## src/rtl/rv32i_pkg.sv

```systemverilog
// Shared encodings for the RV32I multicycle control path: ALU codes, opcodes,
// immediate formats, writeback sources and controller states.
package rv32i_pkg;

  localparam logic [3:0] ALU_ADD    = 4'b0000;
  localparam logic [3:0] ALU_SUB    = 4'b0001;
  localparam logic [3:0] ALU_AND    = 4'b0010;
  localparam logic [3:0] ALU_OR     = 4'b0011;
  localparam logic [3:0] ALU_XOR    = 4'b0100;
  localparam logic [3:0] ALU_SRL    = 4'b0101;
  localparam logic [3:0] ALU_SRA    = 4'b0110;
  localparam logic [3:0] ALU_SLL    = 4'b0111;
  localparam logic [3:0] ALU_SLT    = 4'b1000;
  localparam logic [3:0] ALU_SLTU   = 4'b1001;
  localparam logic [3:0] ALU_PASS_B = 4'b1110;
  localparam logic [3:0] ALU_PASS_A = 4'b1111;

  localparam logic [6:0] OPC_LUI    = 7'b0110111;
  localparam logic [6:0] OPC_AUIPC  = 7'b0010111;
  localparam logic [6:0] OPC_JAL    = 7'b1101111;
  localparam logic [6:0] OPC_JALR   = 7'b1100111;
  localparam logic [6:0] OPC_BRANCH = 7'b1100011;
  localparam logic [6:0] OPC_LOAD   = 7'b0000011;
  localparam logic [6:0] OPC_STORE  = 7'b0100011;
  localparam logic [6:0] OPC_OPIMM  = 7'b0010011;
  localparam logic [6:0] OPC_OP     = 7'b0110011;

  typedef enum logic [2:0] {
    IMM_I = 3'd0,
    IMM_S = 3'd1,
    IMM_B = 3'd2,
    IMM_U = 3'd3,
    IMM_J = 3'd4
  } imm_type_e;

  typedef enum logic [1:0] {
    WB_ALU = 2'b00,
    WB_MEM = 2'b01,
    WB_PC4 = 2'b10
  } wb_sel_e;

  typedef enum logic [2:0] {
    S_FETCH  = 3'd0,
    S_DECODE = 3'd1,
    S_EXEC   = 3'd2,
    S_MEM    = 3'd3,
    S_WB     = 3'd4,
    S_TRAP   = 3'd5
  } state_e;

endpackage

```

## src/rtl/rv32i_alu_decode.sv

```systemverilog
// Combinational ALU-operation decode from opcode/funct3/funct7[5], flagging
// funct3 and funct7[5] combinations that fall outside the RV32I base set.
module rv32i_alu_decode
  import rv32i_pkg::*;
(
  input  logic [6:0] opcode,
  input  logic [2:0] funct3,
  input  logic       funct7_b5,
  output logic [3:0] alusel,
  output logic       illegal
);

  always_comb begin
    alusel  = ALU_ADD;
    illegal = 1'b0;
    case (opcode)
      OPC_OP, OPC_OPIMM: begin
        case (funct3)
          3'b000: alusel = (opcode == OPC_OP && funct7_b5) ? ALU_SUB : ALU_ADD;
          3'b001: begin
            alusel  = ALU_SLL;
            illegal = funct7_b5;
          end
          3'b010: alusel = ALU_SLT;
          3'b011: alusel = ALU_SLTU;
          3'b100: alusel = ALU_XOR;
          3'b101: alusel = funct7_b5 ? ALU_SRA : ALU_SRL;
          3'b110: alusel = ALU_OR;
          3'b111: alusel = ALU_AND;
        endcase
        // Register-register ops only accept funct7[5] on ADD/SUB and SRL/SRA
        if (opcode == OPC_OP && funct7_b5 && funct3 != 3'b000 && funct3 != 3'b101)
          illegal = 1'b1;
      end
      OPC_LUI:             alusel  = ALU_PASS_B;
      OPC_AUIPC, OPC_JAL:  alusel  = ALU_ADD;
      OPC_JALR:            illegal = (funct3 != 3'b000);
      OPC_BRANCH:          illegal = (funct3 == 3'b010) || (funct3 == 3'b011);
      OPC_LOAD:            illegal = (funct3 == 3'b011) || (funct3 == 3'b110) || (funct3 == 3'b111);
      OPC_STORE:           illegal = funct3[2] || (funct3 == 3'b011);
      default:             illegal = 1'b1;
    endcase
  end

endmodule

```

## src/rtl/rv32i_multicycle_ctrl.sv

```systemverilog
// Multicycle RV32I controller: sequences FETCH/DECODE/EXEC/MEM/WB, drives all
// datapath strobes and selects, counts retired instructions and traps on faults.
module rv32i_multicycle_ctrl
  import rv32i_pkg::*;
#(
  parameter int TIMEOUT_CYCLES = 0,
  parameter int INSTRET_W      = 32
) (
  input  logic                 clk,
  input  logic                 rst_n,
  input  logic [31:0]          instr,
  input  logic                 imem_ack,
  input  logic                 dmem_ack,
  input  logic                 br_taken,
  output logic                 imem_req,
  output logic                 ir_we,
  output logic [3:0]           alusel,
  output logic                 sel_a,
  output logic                 sel_b,
  output logic [2:0]           imm_type,
  output logic                 reg_we,
  output logic [1:0]           wb_sel,
  output logic                 pc_we,
  output logic                 pc_sel,
  output logic                 dmem_req,
  output logic                 dmem_we,
  output logic                 illegal,
  output logic [INSTRET_W-1:0] instret
);

  localparam logic [31:0] TO_LAST = 32'(TIMEOUT_CYCLES - 1);

  state_e                 state_reg;
  logic                   illegal_reg;
  logic [INSTRET_W-1:0]   instret_reg;
  logic [31:0]            wait_cnt_reg;

  logic [6:0] opcode;
  logic [2:0] funct3;
  logic       is_op, is_opimm, is_lui, is_auipc, is_jal, is_jalr;
  logic       is_branch, is_load, is_store;
  logic [3:0] dec_alusel;
  logic       dec_bad_funct;
  logic       funct7_rsvd;
  logic       dec_illegal;
  logic       timeout_hit;
  logic       retire;
  logic       unused_instr_bits;

  assign opcode    = instr[6:0];
  assign funct3    = instr[14:12];
  assign is_op     = (opcode == OPC_OP);
  assign is_opimm  = (opcode == OPC_OPIMM);
  assign is_lui    = (opcode == OPC_LUI);
  assign is_auipc  = (opcode == OPC_AUIPC);
  assign is_jal    = (opcode == OPC_JAL);
  assign is_jalr   = (opcode == OPC_JALR);
  assign is_branch = (opcode == OPC_BRANCH);
  assign is_load   = (opcode == OPC_LOAD);
  assign is_store  = (opcode == OPC_STORE);

  // Register numbers are consumed by the datapath, not by the controller
  assign unused_instr_bits = ^{instr[24:15], instr[11:7]};

  rv32i_alu_decode u_alu_decode (
    .opcode    (opcode),
    .funct3    (funct3),
    .funct7_b5 (instr[30]),
    .alusel    (dec_alusel),
    .illegal   (dec_bad_funct)
  );

  // Every funct7 bit except bit 5 must be zero wherever funct7 is meaningful
  assign funct7_rsvd = |{instr[31], instr[29:25]};
  assign dec_illegal = dec_bad_funct |
                       (funct7_rsvd & (is_op | (is_opimm & (funct3 == 3'b001 || funct3 == 3'b101))));

  assign timeout_hit = (TIMEOUT_CYCLES > 0) && (wait_cnt_reg == TO_LAST);

  always_comb begin
    imm_type = IMM_I;
    if (is_store)                imm_type = IMM_S;
    else if (is_branch)          imm_type = IMM_B;
    else if (is_lui || is_auipc) imm_type = IMM_U;
    else if (is_jal)             imm_type = IMM_J;
  end

  always_comb begin
    imem_req = 1'b0;
    ir_we    = 1'b0;
    alusel   = ALU_ADD;
    sel_a    = 1'b0;
    sel_b    = 1'b0;
    reg_we   = 1'b0;
    wb_sel   = WB_ALU;
    pc_we    = 1'b0;
    pc_sel   = 1'b0;
    dmem_req = 1'b0;
    dmem_we  = 1'b0;
    retire   = 1'b0;
    // Requests are forced low while reset is held, independent of the clock
    if (rst_n) begin
      case (state_reg)
        S_FETCH: begin
          imem_req = 1'b1;
          ir_we    = imem_ack;
        end
        S_EXEC: begin
          alusel = dec_alusel;
          sel_a  = is_auipc | is_jal | is_branch;
          sel_b  = ~is_op;
          if (is_branch) begin
            pc_we  = 1'b1;
            pc_sel = br_taken;
            retire = 1'b1;
          end
        end
        S_MEM: begin
          dmem_req = 1'b1;
          dmem_we  = is_store;
          if (dmem_ack && is_store) begin
            pc_we  = 1'b1;
            retire = 1'b1;
          end
        end
        S_WB: begin
          reg_we = 1'b1;
          if (is_load)                wb_sel = WB_MEM;
          else if (is_jal || is_jalr) wb_sel = WB_PC4;
          pc_we  = 1'b1;
          pc_sel = is_jal | is_jalr;
          retire = 1'b1;
        end
        default: ;
      endcase
    end
  end

  always_ff @(posedge clk or negedge rst_n) begin
    if (!rst_n) begin
      state_reg    <= S_FETCH;
      illegal_reg  <= 1'b0;
      instret_reg  <= '0;
      wait_cnt_reg <= '0;
    end else begin
      if (retire)
        instret_reg <= instret_reg + INSTRET_W'(1);
      case (state_reg)
        S_FETCH: begin
          if (imem_ack) begin
            state_reg    <= S_DECODE;
            wait_cnt_reg <= '0;
          end else if (timeout_hit) begin
            state_reg   <= S_TRAP;
            illegal_reg <= 1'b1;
          end else begin
            wait_cnt_reg <= wait_cnt_reg + 32'd1;
          end
        end
        S_DECODE: begin
          if (dec_illegal) begin
            state_reg   <= S_TRAP;
            illegal_reg <= 1'b1;
          end else begin
            state_reg <= S_EXEC;
          end
        end
        S_EXEC: begin
          if (is_branch)                 state_reg <= S_FETCH;
          else if (is_load || is_store)  state_reg <= S_MEM;
          else                           state_reg <= S_WB;
        end
        S_MEM: begin
          if (dmem_ack) begin
            state_reg    <= is_load ? S_WB : S_FETCH;
            wait_cnt_reg <= '0;
          end else if (timeout_hit) begin
            state_reg   <= S_TRAP;
            illegal_reg <= 1'b1;
          end else begin
            wait_cnt_reg <= wait_cnt_reg + 32'd1;
          end
        end
        S_WB:    state_reg <= S_FETCH;
        S_TRAP:  state_reg <= S_TRAP;
        default: state_reg <= S_FETCH;
      endcase
    end
  end

  assign illegal = illegal_reg;
  assign instret = instret_reg;

endmodule
```

## config.mk

```make
export PLATFORM = sky130hd
export DESIGN_NAME = rv32i_multicycle_ctrl
export DESIGN_NICKNAME = d
export VERILOG_FILES = /design/src/rtl/rv32i_pkg.sv /design/src/rtl/rv32i_alu_decode.sv /design/src/rtl/rv32i_multicycle_ctrl.sv
export SDC_FILE = /design/constraint.sdc
export NUM_CORES = 1
export LEC_CHECK = 0
export CAP_MARGIN = 20
export CORE_ASPECT_RATIO = 1.4
export CORE_UTILIZATION = 45
export DETAILED_ROUTE_END_ITERATION = 10
export PLACE_DENSITY_LB_ADDON = 0.12
export SLEW_MARGIN = 20
export SYNTH_ARGS = -nofsm -noshare
export SYNTH_HDL_FRONTEND = slang
export SYNTH_SLANG_ARGS = --single-unit
```

## constraint.sdc

```tcl
create_clock -name clk -period 2.33 [get_ports clk]
set_input_delay 0.233 -clock clk [delete_from_list [all_inputs] [get_ports clk]]
set_output_delay 0.233 -clock clk [all_outputs]
set_load 0.02 [all_outputs]
```

=== Yosys cells after proc, flatten, opt, wreduce, memory -nomap -nowiden ===
Index checks and enable logic that the tools add are counted.

* Multiplexer cells: 45
* Reduce and logical (&&, ||, !) cells: 20
* Add/sub/neg operators: 1
* Equal/unequal tests: 24
* Bitwise gates (word level): 8

{| class="wikitable"
|+ Operator list
! cell !! count
|-
| $add A32 B1 Y32 const B || 1
|-
| $pmux W4 S8 || 1
|-
| $mux W3 || 10
|-
| $mux W1 || 22
|-
| $eq A7 B6 Y1 const B || 3
|-
| $eq A7 B7 Y1 const B || 3
|-
| $eq A3 B3 Y1 const B || 6
|-
| $pmux W3 S5 || 1
|-
| $eq A7 B5 Y1 const B || 2
|-
| $eq A3 B2 Y1 const B || 4
|-
| $mux W2 || 5
|-
| $logic_or A1 B1 Y1 || 8
|-
| $mux W4 || 2
|-
| $pmux W4 S2 || 1
|-
| $eq A7 B2 Y1 const B || 1
|-
| $eq A3 B1 Y1 const B || 2
|-
| $logic_not A3 Y1 || 2
|-
| $pmux W1 S6 || 1
|-
| $reduce_or A6 Y1 || 1
|-
| $or A1 B1 Y1 || 5
|-
| $logic_and A1 B1 Y1 || 4
|-
| $ne A2 B2 Y1 const B || 2
|-
| $reduce_and A2 Y1 || 2
|-
| $ne A3 B3 Y1 const B || 1
|-
| 7 further kinds || 8
|}

* Bits in registers: 36
* Word-level logic and storage cells: 101
* Bits of input ports: 37

=== Longest topological paths before layout ===
* Depth in word-level cells: 9
* Mapped depth: 7

=== By module ===
Synthesis repeated with hierarchy kept, for this count alone.

* Cell total of the unflattened synthesis: 255
* Area total of the unflattened synthesis: 2294.7 um^2

{| class="wikitable"
|+ Modules (own cells, without submodules)
! module !! area an instance (um^2) !! cells an instance !! times used
|-
| rv32i_multicycle_ctrl || 2049.5 || 215 || 1
|-
| rv32i_alu_decode || 245.2 || 40 || 1
|}

=== Worst setup path after synthesis ===
OpenSTA, ideal clock, no wires.

* Kind: register -> output
* Start point: register state_reg[1]
* End point: output alusel[0]
* Arrival: 2.032 ns
* Cell stages (with the launch flop): 5
* Required time: 2.097 ns
* Slack: 0.065 ns
* Cells stage by stage: dfrtp_1 -> buf_2 -> nor2b_1 -> nand3_1 -> a2111oi_0

* Longest elaborated chain between the ends: 3

{| class="wikitable"
|+ Ends and longest elaborated chain
! element !! RTL line !! RTL
|-
| from (decl) || rv32i_multicycle_ctrl.sv:33 || <nowiki>state_e state_reg;</nowiki>
|-
| from (signal assigned) || rv32i_multicycle_ctrl.sv:175 || <nowiki>state_reg <= is_load ? S_WB : S_FETCH;</nowiki>
|-
| $eq A3 B2 Y1 || rv32i_multicycle_ctrl.sv:103 || <nowiki>case (state_reg)</nowiki>
|-
| $mux W4 || rv32i_multicycle_ctrl.sv:103 ||
|-
| $mux W4 || rv32i_multicycle_ctrl.sv:102 || <nowiki>if (rst_n) begin</nowiki>
|-
| to (decl) || rv32i_multicycle_ctrl.sv:17 || <nowiki>output logic [3:0] alusel,</nowiki>
|}

No other way between the ends.

=== Final worst setup path ===
* Start point: input instr[6]
* End point: output alusel[2]

* Longest elaborated chain between the ends: 5

{| class="wikitable"
|+ Ends and longest elaborated chain
! element !! RTL line !! RTL
|-
| from (decl) || rv32i_multicycle_ctrl.sv:11 || <nowiki>input logic [31:0] instr,</nowiki>
|-
| $eq A7 B6 Y1 or $eq A7 B5 Y1 (tied branches) || rv32i_alu_decode.sv:16 || <nowiki>case (opcode)</nowiki>
|-
| $reduce_or A2 Y1 || rv32i_alu_decode.sv:16 ||
|-
| $pmux W4 S2 * || rv32i_alu_decode.sv:16 ||
|-
| $mux W4 * || rv32i_multicycle_ctrl.sv:103 ||
|-
| $mux W4 * || rv32i_multicycle_ctrl.sv:102 ||
|}

Every way passes the cells marked *; elsewhere a longest branch is shown, timed or not.

==> flow_summary.ini <==
[cells_and_area]
fin_cells = 423
fin_util = 0.6801
drive_above_1_share = 0.2101
areaGrowthSynthToFinish_pct = 46.81
final_nets = 394
largest_register_ffs = 32
antennaDiodeCount = 0

[grt]
grt_pass1_vias = 2242
gr-total-overflow = 0
antenna_found_initial = 0
grtUsageTotal = 0.2413
grt_max_degree = 26
grt_first_pass_wirelength_mm = 10.58

[routing]
via_per_inst = 5.473
highest_layer = met4
drc = 0
drt_iter0_drc = 148
via_count = 2315
wl_met2_mm = 3.510
routed_wl_mm = 6.465
routedWlPerCell_um = 15.28
wl_met3_um = 287
ant_nets = 0
wl_met1_mm = 2.500
drtPass1Iterations = 4

[worst_setup_path]
r2r_start = state_reg[0]
path_max_fanout = 5
cp-startpoint = instr[6]
cp.required_ns = 2.10
rrSetupSlack_ns = 0.40
cp_slowest_stage_delay_ns = 0.52
cp_slowest_cell = clkdlybuf4s50_1
cp_cell_sequence = clkdlybuf4s50_1 -> buf_4 -> nor4bb_2 -> nand4_1 -> a21oi_1 -> dlygate4sd2_1
end_kind = output port
crit_arrival_ns = 2.02
startpoint_type = input pin
crit_type = input pin to output port

[synth]
yosysTopAreaCellShare = 0.3770
yosysSeqAreaShare = 0.3770
yosys.area.top_type = dfrtp_1
synth_enable_flop_cells = 0
synth_cell_types = 54
netlist_instances = 252
synth_flop_cell = dfrtp_1
synth_area_mm2 = 0.002390
synth_common_cells = dfrtp_1 (36), xor2_1 (26), nand2_1 (17), nor3_1 (16), nor2_1 (14)
synth_seq_cells = 36
synth_nets = 290
async_flop_share = 1.000
yosys.cell_count.top_type = dfrtp_1
syn_area_per_cell_um2 = 9.483
synth_area_leaders = dfrtp_1 (38%), xor2_1 (9.5%), nor4_2 (4.2%)
ys_warn_count = 0

[sta]
drv_slew = 0
period_minus_slack_ns = 2.256
hold_slack_ns = 0.4700
worst_slew_pin_slew_ns = 0.5101
finalCritPeriodShare = 0.9681
relSlewSlack = 0.6587
skew_ns = 0.004830
hold_viol_final = 0
clock.fmax_mhz = 443.3
fin_setup_tns_ns = 0
finalSetupViolCount = 0
grt_setup_unrepaired = no

[die]
rows = 31
initial_core_util = 0.4633
io_pins = 88
die_x_um = 63.59
dieArea_mm2 = 0.005610
core_region_area_mm2 = 0.005159
die_h_um = 88.23

[clocking]
clock_latency_ns = 0.29
clkSinkCount = 36
postCtsSetupBuffers = 0
cts_buffers = 5
clk_pin_slew_ns = 0.07
clock_path_buffers = 2
htree_num_levels = 2
cts_root_buf = clkbuf_8
cts_tree = done

[run]
cap_violations = 0

[pwr]
power_leakage_uw = 0.001676
cellPowerDensity_mw_per_mm2 = 353.0
ir_drop_uv = 397.0

[min_path]
hp-start = instret[31]
hp-class = register to register

[placed_design]
portBuffers = 72
dp_hpwl_mm = 4.906
dp_cells = 414
place_congestion = 0.8988

[outcome]
status = finished clean
-- area by class of cell --
| class | count | area [µm²] |
|---|---|---|
| Clock buffer | 6 | 82.58 |
| Clock inverter | 2 | 10.01 |
| Fill cell | 450 | 1650 |
| Inverter | 9 | 33.78 |
| Multi-Input combinational cell | 192 | 1393 |
| Sequential cell | 36 | 902.1 |
| Tap cell | 66 | 82.58 |
| Timing Repair Buffer | 112 | 1005 |
-- cell families (layout without fill, tap and decap cells) --
kind of cell             Yosys count  after routing  synth area share
flip-flops                        36             36            0.3770
multiplexers                       2              2          0.008900
buffers and inverters             24            129           0.04450
adder cells (fa/ha/maj)            1              1          0.005235
AND/OR/NAND/NOR                  124            124            0.3508
XOR/XNOR                          31             31            0.1136
AO/OA/AOI/OAI                     34             34            0.1000
-- path summary, 6_finish.rpt --
path                                 to  depth (start not counted)
setup / recovery              alusel[2]                          6
hold / removal              instret[31]                          1
setup reg to reg            instret[11]                          6
hold reg to reg             instret[31]                          1
max in group asynchronous  state_reg[1]                          3
min in group asynchronous   instret[10]                          3
-- critical path, delay by kind of cell --
family	cells	cell delay, ns
AND/OR/NAND/NOR	2	0.57
AO/OA/AOI/OAI	1	0.16
buffers and inverters	3	1.07
-- layer usage --
metal / track usage / up-vias
met2: 0.4526 / 73
met1: 0.2663 / 1109
met4: 0.1136 / 0
met5: 0 / -
li1: - / 1119
met3: 0.03479 / 14
-- metrics by stage --
stage	power [µW]	instance area, µm²	setup WS (ns)
after floorplan	684.5	2390	0.06479
after global placement	783.2	3408	-0.2270
after detailed placement	783.2	3408	-0.2754
after CTS	1249	3508	0.01487
after global routing	1285	3508	0.003482
final	1238	3508	0.07438
-- cells in the final DEF, fill, tap and decap left out, types with 2 or more instances in the layout --
| cell | synthesis | layout |
|---|---|---|
| nor4_1 | 2 | 2 |
| buf_4 | 0 | 39 |
| o31ai_1 | 2 | 2 |
| a21oi_1 | 11 | 11 |
| clkinv_2 | 0 | 2 |
| and3b_1 | 2 | 2 |
| nor4b_1 | 2 | 2 |
| nor3_1 | 16 | 16 |
| inv_1 | 9 | 9 |
| nand4_1 | 11 | 11 |
| and2_1 | 2 | 2 |
| clkbuf_8 | 0 | 6 |
| nand2_1 | 17 | 17 |
| clkdlybuf4s50_1 | 0 | 57 |
| nand3b_1 | 3 | 3 |
| nor3b_1 | 3 | 3 |
| and4b_1 | 3 | 3 |
| clkbuf_2 | 0 | 2 |
| a21o_1 | 2 | 2 |
| nand2b_1 | 3 | 3 |
| nor2b_1 | 3 | 3 |
| nand4_4 | 2 | 2 |
| or3_1 | 2 | 2 |
| nor2_1 | 14 | 14 |
| dlymetal6s2s_1 | 0 | 3 |
| nor3_2 | 4 | 4 |
| dlygate4sd2_1 | 0 | 9 |
| o21bai_1 | 2 | 2 |
| nand3_1 | 13 | 13 |
| a31oi_1 | 4 | 4 |
| nor4_2 | 8 | 8 |
| xnor2_1 | 5 | 5 |
| o21ai_0 | 4 | 4 |
| dfrtp_1 | 36 | 35 |
| and3_1 | 4 | 4 |
| xor2_1 | 26 | 26 |
| or4_1 | 2 | 2 |
-- power breakdown --
part           leakage, µW  total (µW)  switching [µW]  internal [µW]
sequential        0.000476         625           0.269            625
clock            0.0000510         464             228            236
combinational      0.00115         149            70.0           79.5
-- what timing repair did --
action / 4_1_cts / 5_1_grt
setup endpoints to repair: 12 / 6
endpoints found under the hold margin: 11 / 0
resized for setup: 14 / 7
hold buffers: 1 / 0
(Power assumes the default switching activity.)
